`src/rtl/sram_controller.sv`:
```
// Sequences a 16-bit async SRAM for the data cache: 4-halfword line fills, 2-halfword stores.
// Optional address range checking is enabled by defining SRAM_RANGE_CHECK_EN.
module sram_controller #(
  parameter logic [31:0] BASE_ADDR   = 32'd1024,
  parameter int          WAIT_CYCLES = 2
) (
  input  logic        clk,
  input  logic        rst,
  input  logic [31:0] address,
  input  logic [31:0] wdata,
  input  logic        rd_en,
  input  logic        wr_en,
  output logic [63:0] rdata,
  output logic        ready,
  output logic        err,
  output logic [17:0] sram_addr,
  input  logic [15:0] sram_dq_i,
  output logic [15:0] sram_dq_o,
  output logic        sram_dq_oe,
  output logic        sram_we_n,
  output logic        sram_oe_n
);

  localparam int WW = $clog2(WAIT_CYCLES) + 1;
  localparam logic [WW-1:0] LAST_WAIT = WW'(WAIT_CYCLES - 1);

  typedef enum logic [1:0] {IDLE, READ, WRITE, DONE} state_t;

  state_t        state, state_nxt;
  logic [1:0]    phase;
  logic [WW-1:0] wait_cnt;
  logic [17:0]   base_q;
  logic [17:0]   addr_q;
  logic [31:0]   wdata_q;
  logic [31:0]   off_full;
  logic [18:0]   off;
  logic [17:0]   rd_base;
  logic [17:0]   wr_base;
  logic          bad_addr;
  logic          last_wait;
  logic          last_phase;
  logic          req;

  assign off_full   = address - BASE_ADDR;
  assign off        = off_full[18:0];
  assign rd_base    = {off[18:3], 2'b00};
  assign wr_base    = {off[18:2], 1'b0};
  assign req        = rd_en | wr_en;
  assign last_wait  = (wait_cnt == LAST_WAIT);
  assign last_phase = (state == READ) ? (phase == 2'd3) : (phase == 2'd1);
  assign sram_addr  = addr_q;

`ifdef SRAM_RANGE_CHECK_EN
  logic err_q;
  assign bad_addr = (address < BASE_ADDR) || (off_full[31:19] != 13'd0);
  assign err      = (state == DONE) && err_q;

  always_ff @(posedge clk or posedge rst) begin
    if (rst)
      err_q <= 1'b0;
    else if (state == IDLE)
      err_q <= req && bad_addr;
  end
`else
  // Out-of-range offsets wrap silently into the 18-bit halfword space.
  logic unused_hi;
  assign unused_hi = ^off_full[31:19];
  assign bad_addr  = 1'b0;
  assign err       = 1'b0;
`endif

  always_ff @(posedge clk or posedge rst) begin
    if (rst)
      state <= IDLE;
    else
      state <= state_nxt;
  end

  always_comb begin
    state_nxt  = state;
    ready      = 1'b0;
    sram_oe_n  = 1'b1;
    sram_we_n  = 1'b1;
    sram_dq_oe = 1'b0;
    sram_dq_o  = 16'h0000;
    case (state)
      IDLE: begin
        if (req) begin
          if (bad_addr)   state_nxt = DONE;
          else if (wr_en) state_nxt = WRITE;
          else            state_nxt = READ;
        end
      end
      READ: begin
        sram_oe_n = 1'b0;
        if (last_wait && last_phase) state_nxt = DONE;
      end
      WRITE: begin
        sram_dq_oe = 1'b1;
        // WE# released on the final wait cycle so address/data are held past the rising edge.
        sram_we_n  = last_wait;
        sram_dq_o  = phase[0] ? wdata_q[31:16] : wdata_q[15:0];
        if (last_wait && last_phase) state_nxt = DONE;
      end
      DONE: begin
        ready     = 1'b1;
        state_nxt = IDLE;
      end
      default: state_nxt = IDLE;
    endcase
  end

  always_ff @(posedge clk or posedge rst) begin
    if (rst) begin
      phase    <= 2'd0;
      wait_cnt <= '0;
      base_q   <= 18'd0;
      addr_q   <= 18'd0;
      wdata_q  <= 32'd0;
      rdata    <= 64'd0;
    end else begin
      case (state)
        IDLE: begin
          phase    <= 2'd0;
          wait_cnt <= '0;
          if (req && !bad_addr) begin
            base_q  <= wr_en ? wr_base : rd_base;
            addr_q  <= wr_en ? wr_base : rd_base;
            wdata_q <= wdata;
          end
          if (req && bad_addr && !wr_en)
            rdata <= 64'd0;
        end
        READ, WRITE: begin
          if (last_wait) begin
            wait_cnt <= '0;
            phase    <= phase + 2'd1;
            if (state == READ)
              rdata[{phase, 4'b0000} +: 16] <= sram_dq_i;
            if (!last_phase)
              addr_q <= base_q + 18'(phase) + 18'd1;
          end else begin
            wait_cnt <= wait_cnt + 1'b1;
          end
        end
        default: ;
      endcase
    end
  end

endmodule

```
`config.mk`:
```
export PLATFORM = sky130hd
export DESIGN_NAME = sram_controller
export DESIGN_NICKNAME = d
export VERILOG_FILES = /design/src/rtl/sram_controller.sv
export SDC_FILE = /design/constraint.sdc
export NUM_CORES = 1
export LEC_CHECK = 0
export CORE_UTILIZATION = 48
export CTS_CLUSTER_DIAMETER = 60
export DETAILED_ROUTE_END_ITERATION = 16
export PLACE_DENSITY = 0.86
export SYNTH_ARGS = -nofsm -noshare
export SYNTH_HDL_FRONTEND = slang
export SYNTH_SLANG_ARGS = --single-unit
```
`constraint.sdc`:
```
create_clock -name clk -period 5.6 [get_ports clk]
set_input_delay 1.12 -clock clk [delete_from_list [all_inputs] [get_ports clk]]
set_output_delay 1.12 -clock clk [all_outputs]
set_load 0.01 [all_outputs]
```
# Word-level counts from Yosys, hierarchy flattened
# Index checks and enable logic that the tools add are counted.
totals:
  word_cells: 56
  regBits: 138
  inputBits: 84
op_classes:
  n_reduce_logical: 9
  bitwise: 1
  muxes: 21
  n_shift: 2
  addsub: 6
  n_eq_ne: 10
op_table:
  columns: ["operator", "count"]
  rows:
  - ["$bwmux W64", 1]
  - ["$shift A16 B8 Y64 const A", 1]
  - ["$shiftx A16 B8 Y64", 1]
  - ["$mux W18", 3]
  - ["$pmux W18 S2", 1]
  - ["$mux W16", 2]
  - ["$sub A19 B11 Y19 const B", 1]
  - ["$add A18 B1 Y18 const B", 1]
  - ["$add A18 B2 Y18", 1]
  - ["$mux W2", 6]
  - ["$neg A6 Y8", 1]
  - ["$pmux W2 S2", 2]
  - ["$eq A2 B1 Y1 const B", 3]
  - ["$eq A2 B2 Y1 const B", 3]
  - ["$pmux W2 S3", 1]
  - ["$reduce_and A2 Y1", 3]
  - ["$mux W1", 5]
  - ["$add A2 B1 Y2 const B", 2]
  - ["$ne A2 B1 Y1 const B", 2]
  - ["$ne A2 B2 Y1 const B", 2]
  - ["$reduce_and A4 Y1", 1]
  - ["$reduce_and A3 Y1", 1]
  - ["$logic_not A2 Y1", 1]
  - ["$reduce_bool A2 Y1", 1]
  - ["3 further kinds", 3]

# Logic depth before layout (Yosys ltp)
depth:
  ltp_word: 5
  ltp_mapped: 8
  depth_no_buf: 7

# Worst setup path after synthesis
# Ideal clock, no wire load.
synth_timing:
  kind: "reg-to-output"
  from: "register phase[0]"
  to: "output sram_dq_o[10]"
  path_buffers: 2
  required_time_ns: 4.480
  arrival_ns: 1.243
  slack_ns: 3.237
  stages_incl_launch_ff: 5
  path_cell_list: "dfrtp_1 > buf_2 > buf_2 > mux2i_1 > nor2b_1"
synth_via:
  elab_chain_len: 2
synth_rtl:
  columns: ["item", "line", "text"]
  rows:
  - ["from (decl)", "30", "logic [1:0] phase;"]
  - ["from (signal assigned)", "137", "phase <= phase + 2'd1;"]
  - ["$mux W16", "102", "sram_dq_o = phase[0] ? wdata_q[31:16] : wdata_q[15:0];"]
  - ["$mux W16", "86", "case (state)"]
  - ["to (decl)", "18", "output logic [15:0] sram_dq_o,"]
# No other way between the ends.

# Final worst setup path
layout_timing:
  from: "register state[0]"
  to: "output sram_dq_o[13]"
layout_via:
  elab_chain_len: 2
layout_rtl:
  columns: ["item", "line", "text"]
  rows:
  - ["from (decl)", "29", "state_t state, state_nxt;"]
  - ["from (signal assigned)", "76", "state <= state_nxt;"]
  - ["$eq A2 B2 Y1", "86", null]
  - ["$mux W16", "86", null]
# No other way between the ends.

==> key figures <==
Timing
  – RSZ-0062 raised after global routing: no
  – Final period utilization: 0.606
  – Final setup violation count: 0
  – Slew @ Worst Pin: 1200 ps
  – Clock skew: 5.73 ps
  – Hold Fails Final Rpt: 0
  – Final min period: 3390 ps
  – Fmax: 0.295 GHz
  – Final Max Tran Viols: 0
  – Max_slew headroom: 0.199
  – Setup TNS: 0 ps

Power
  – Worst ir drop on vdd: 259 µV
  – Pleak: 3.70 nW
  – PwrDens: 587 nW/µm²

Setup path
  – CP Max Fanout: 18
  – Kind of critical path: flip-flop to primary output
  – Worst Path Arrival: 2270 ps
  – Startpoint Class: flip-flop
  – Worst Setup End Kind: primary output
  – Worst Reg-to-Reg Cells: 7
  – Worst Path Required: 4480 ps

Outcome
  – Status: finished, final reports clean

Layout
  – Antenna cells: 0
  – Commonest cells after routing, fill and taps aside: clkdlybuf4s50_1, nand2_1, dfrtp_1
  – Share of post-route cells with drive strength above 1: 0.122
  – Fin util: 0.684
  – Fill cells: 948
  – Final cell count without fillers: 970
  – Area of the multi-input gates: 2790 µm²
  – Commonest non-fill, non-tap cell in the layout: clkdlybuf4s50_1
  – Area grow syn2layout: 36.9%
  – Nets: 882
  – Final instance area: 8770 µm²
  – Register Area: 3430 µm²

Place
  – Post-DP Area: 8220 µm²
  – Placed cells: 938
  – Port Buf Inserts: 170
  – GP Congestion: 0.840
  – HPWL Detailed: 10800 µm

Flow run
  – Max Cap Viol: 0

Yosys
  – Ys async rst share: 1.00
  – Gate Count Post-Synth: 625
  – Yosys warns: 0
  – Netlist Area Pre-Place: 6410 µm²
  – Simple-Gate Fraction of Synth Area: 0.167
  – Yosys cell types: 50
  – Multiplexer share of the synthesized area: 0.113
  – Largest family of logic cells by synthesized area: simple AND/OR/NAND/NOR gates
  – Most used DFF post-synth: dfrtp_1
  – Synth Area in XOR/XNOR: 0.0314
  – Synth Area in Compound Gates: 0.0963
  – EDFF count, synth: 0
  – #FFs+latches synth: 137
  – Post-Syn Nets: 722
  – Sequential share of the synthesized area: 0.535
  – Mapped Avg Cell Area: 10.3 µm²
  – Adder-Cell Fraction of Synth Area: 0.0266

Floorplanning
  – Num rows: 41
  – Total die area: 13800 µm²
  – Initial Util: 0.500
  – IO Count: 187
  – Die height: 118 µm
  – Core Region: 12800 µm²
  – Die X-Extent: 118 µm

GRT
  – Total gr overflow: 0
  – Largest net degree at the start of global routing: 98
  – Initial antenna violation count: 0
  – Number of global-route vias before repair: 5205
  – Global-route wire length before repair: 25700 µm
  – Gr usage total: 0.237

Clock tree
  – Clock-pin slew on the worst setup and hold paths: 60 ps
  – CTS Buf Count: 17
  – Clk root buf: clkbuf_16
  – CTS Buffer Depth: 2
  – Hold-fix buffers, CTS: 0
  – Insertion delay to the later sink of the worst-skew pair: 410 ps
  – # clock sinks: 137
  – CTS tree: yes
  – Setup Buffers After CTS: 0
  – Cts repair resizes: 0
  – H-tree lvl count: 4

Hold path
  – Hold Path Class: flip-flop to flip-flop
  – Hold Crit Depth: 1

Detailed routing
  – Residual DRC: 0
  – Post-route ant nets: 0
  – Final WL: 15500 µm
  – Post-DR wirelength/cell: 16.0 µm
  – TritonRoute pass-1 iters: 5
  – Via count: 5180
  – Vias per inst: 5.34
  – Initial detailed-routing violation count: 308
## cells in the mapped netlist (all sizes together), types with 4 or more instances
master    n  area (µm²)
a21oi     6        30.0
buf      13        73.8
clkbuf   19        71.3
dfrtp   137        3430
ha       12         150
inv      13        48.8
mux2     43         484
mux2i    24         240
nand2   165         619
nand3     9        57.6
nor2      7        26.3
nor2b    16         100
nor3      7        45.0
nor3b     6        65.1
nor4      4        46.3
o21ai    89         453
xnor2    11        96.3
xor2     12         105
## worst max-delay path, stage by stage (launching register included)
cell	delay, ps
dfrtp_1	430
inv_1	100
ha_1	530
nor2b_1	240
clkdlybuf4s50_1	560
## worst paths after layout
check                                  start            end  slack [ps]
worst min register to register  sram_addr[8]   sram_addr[8]         470
worst min-delay path            sram_addr[8]   sram_addr[8]         470
max in group asynchronous                rst    wait_cnt[1]        3280
worst max register to register      state[0]      rdata[55]        2320
min in group asynchronous                rst      rdata[63]        1250
worst max-delay path                state[0]  sram_dq_o[13]        2210
## state kept, by name, indices dropped and copies added, names as in the netlist
name,cells
base_q,17
phase,2
rdata,64
sram_addr,18
state,2
wait_cnt,2
wdata_q,32
## cells by family after synthesis
| kind of cell | Yosys count |
|---|---|
| other | 1 |
| multiplexers | 67 |
| flip-flops | 137 |
| buffers and inverters | 45 |
| XOR/XNOR | 23 |
| AND/OR/NAND/NOR | 228 |
| AO/OA/AOI/OAI | 111 |
| adder cells (fa/ha/maj) | 13 |
## layer usage
layer,track usage,up-vias,routed length (µm)
li1,-,2433,-
met4,0.108,0,488
met2,0.401,246,7630
met3,0.0577,41,1080
met5,0,-,0
met1,0.287,2460,6330
## per-stage QoR
step	total power [W]	setup slack (ps)	hold WS (ps)
6_report	0.00515	2210	474
5_1_grt	0.00549	2020	488
4_1_cts	0.00518	2180	479
3_5_place_dp	0.00411	2160	466
3_3_place_gp	0.00401	2220	460
2_1_floorplan	0.00313	812	464
## report_power, final
group          total (W)  switching [W]  internal, W
Clock            0.00104       0.000413     0.000627
Sequential       0.00177       0.000312      0.00146
Combinational    0.00233        0.00114      0.00119
## layout make-up
type                       instances  share of cell area
timing repair buffer             173               0.197
multi-input combinational        443               0.318
inverter                          13             0.00613
sequential                       137               0.391
clock inverter                    13              0.0118
clock buffer                      19              0.0516
tap                              172              0.0245
Power figures use the tool's default switching activity.
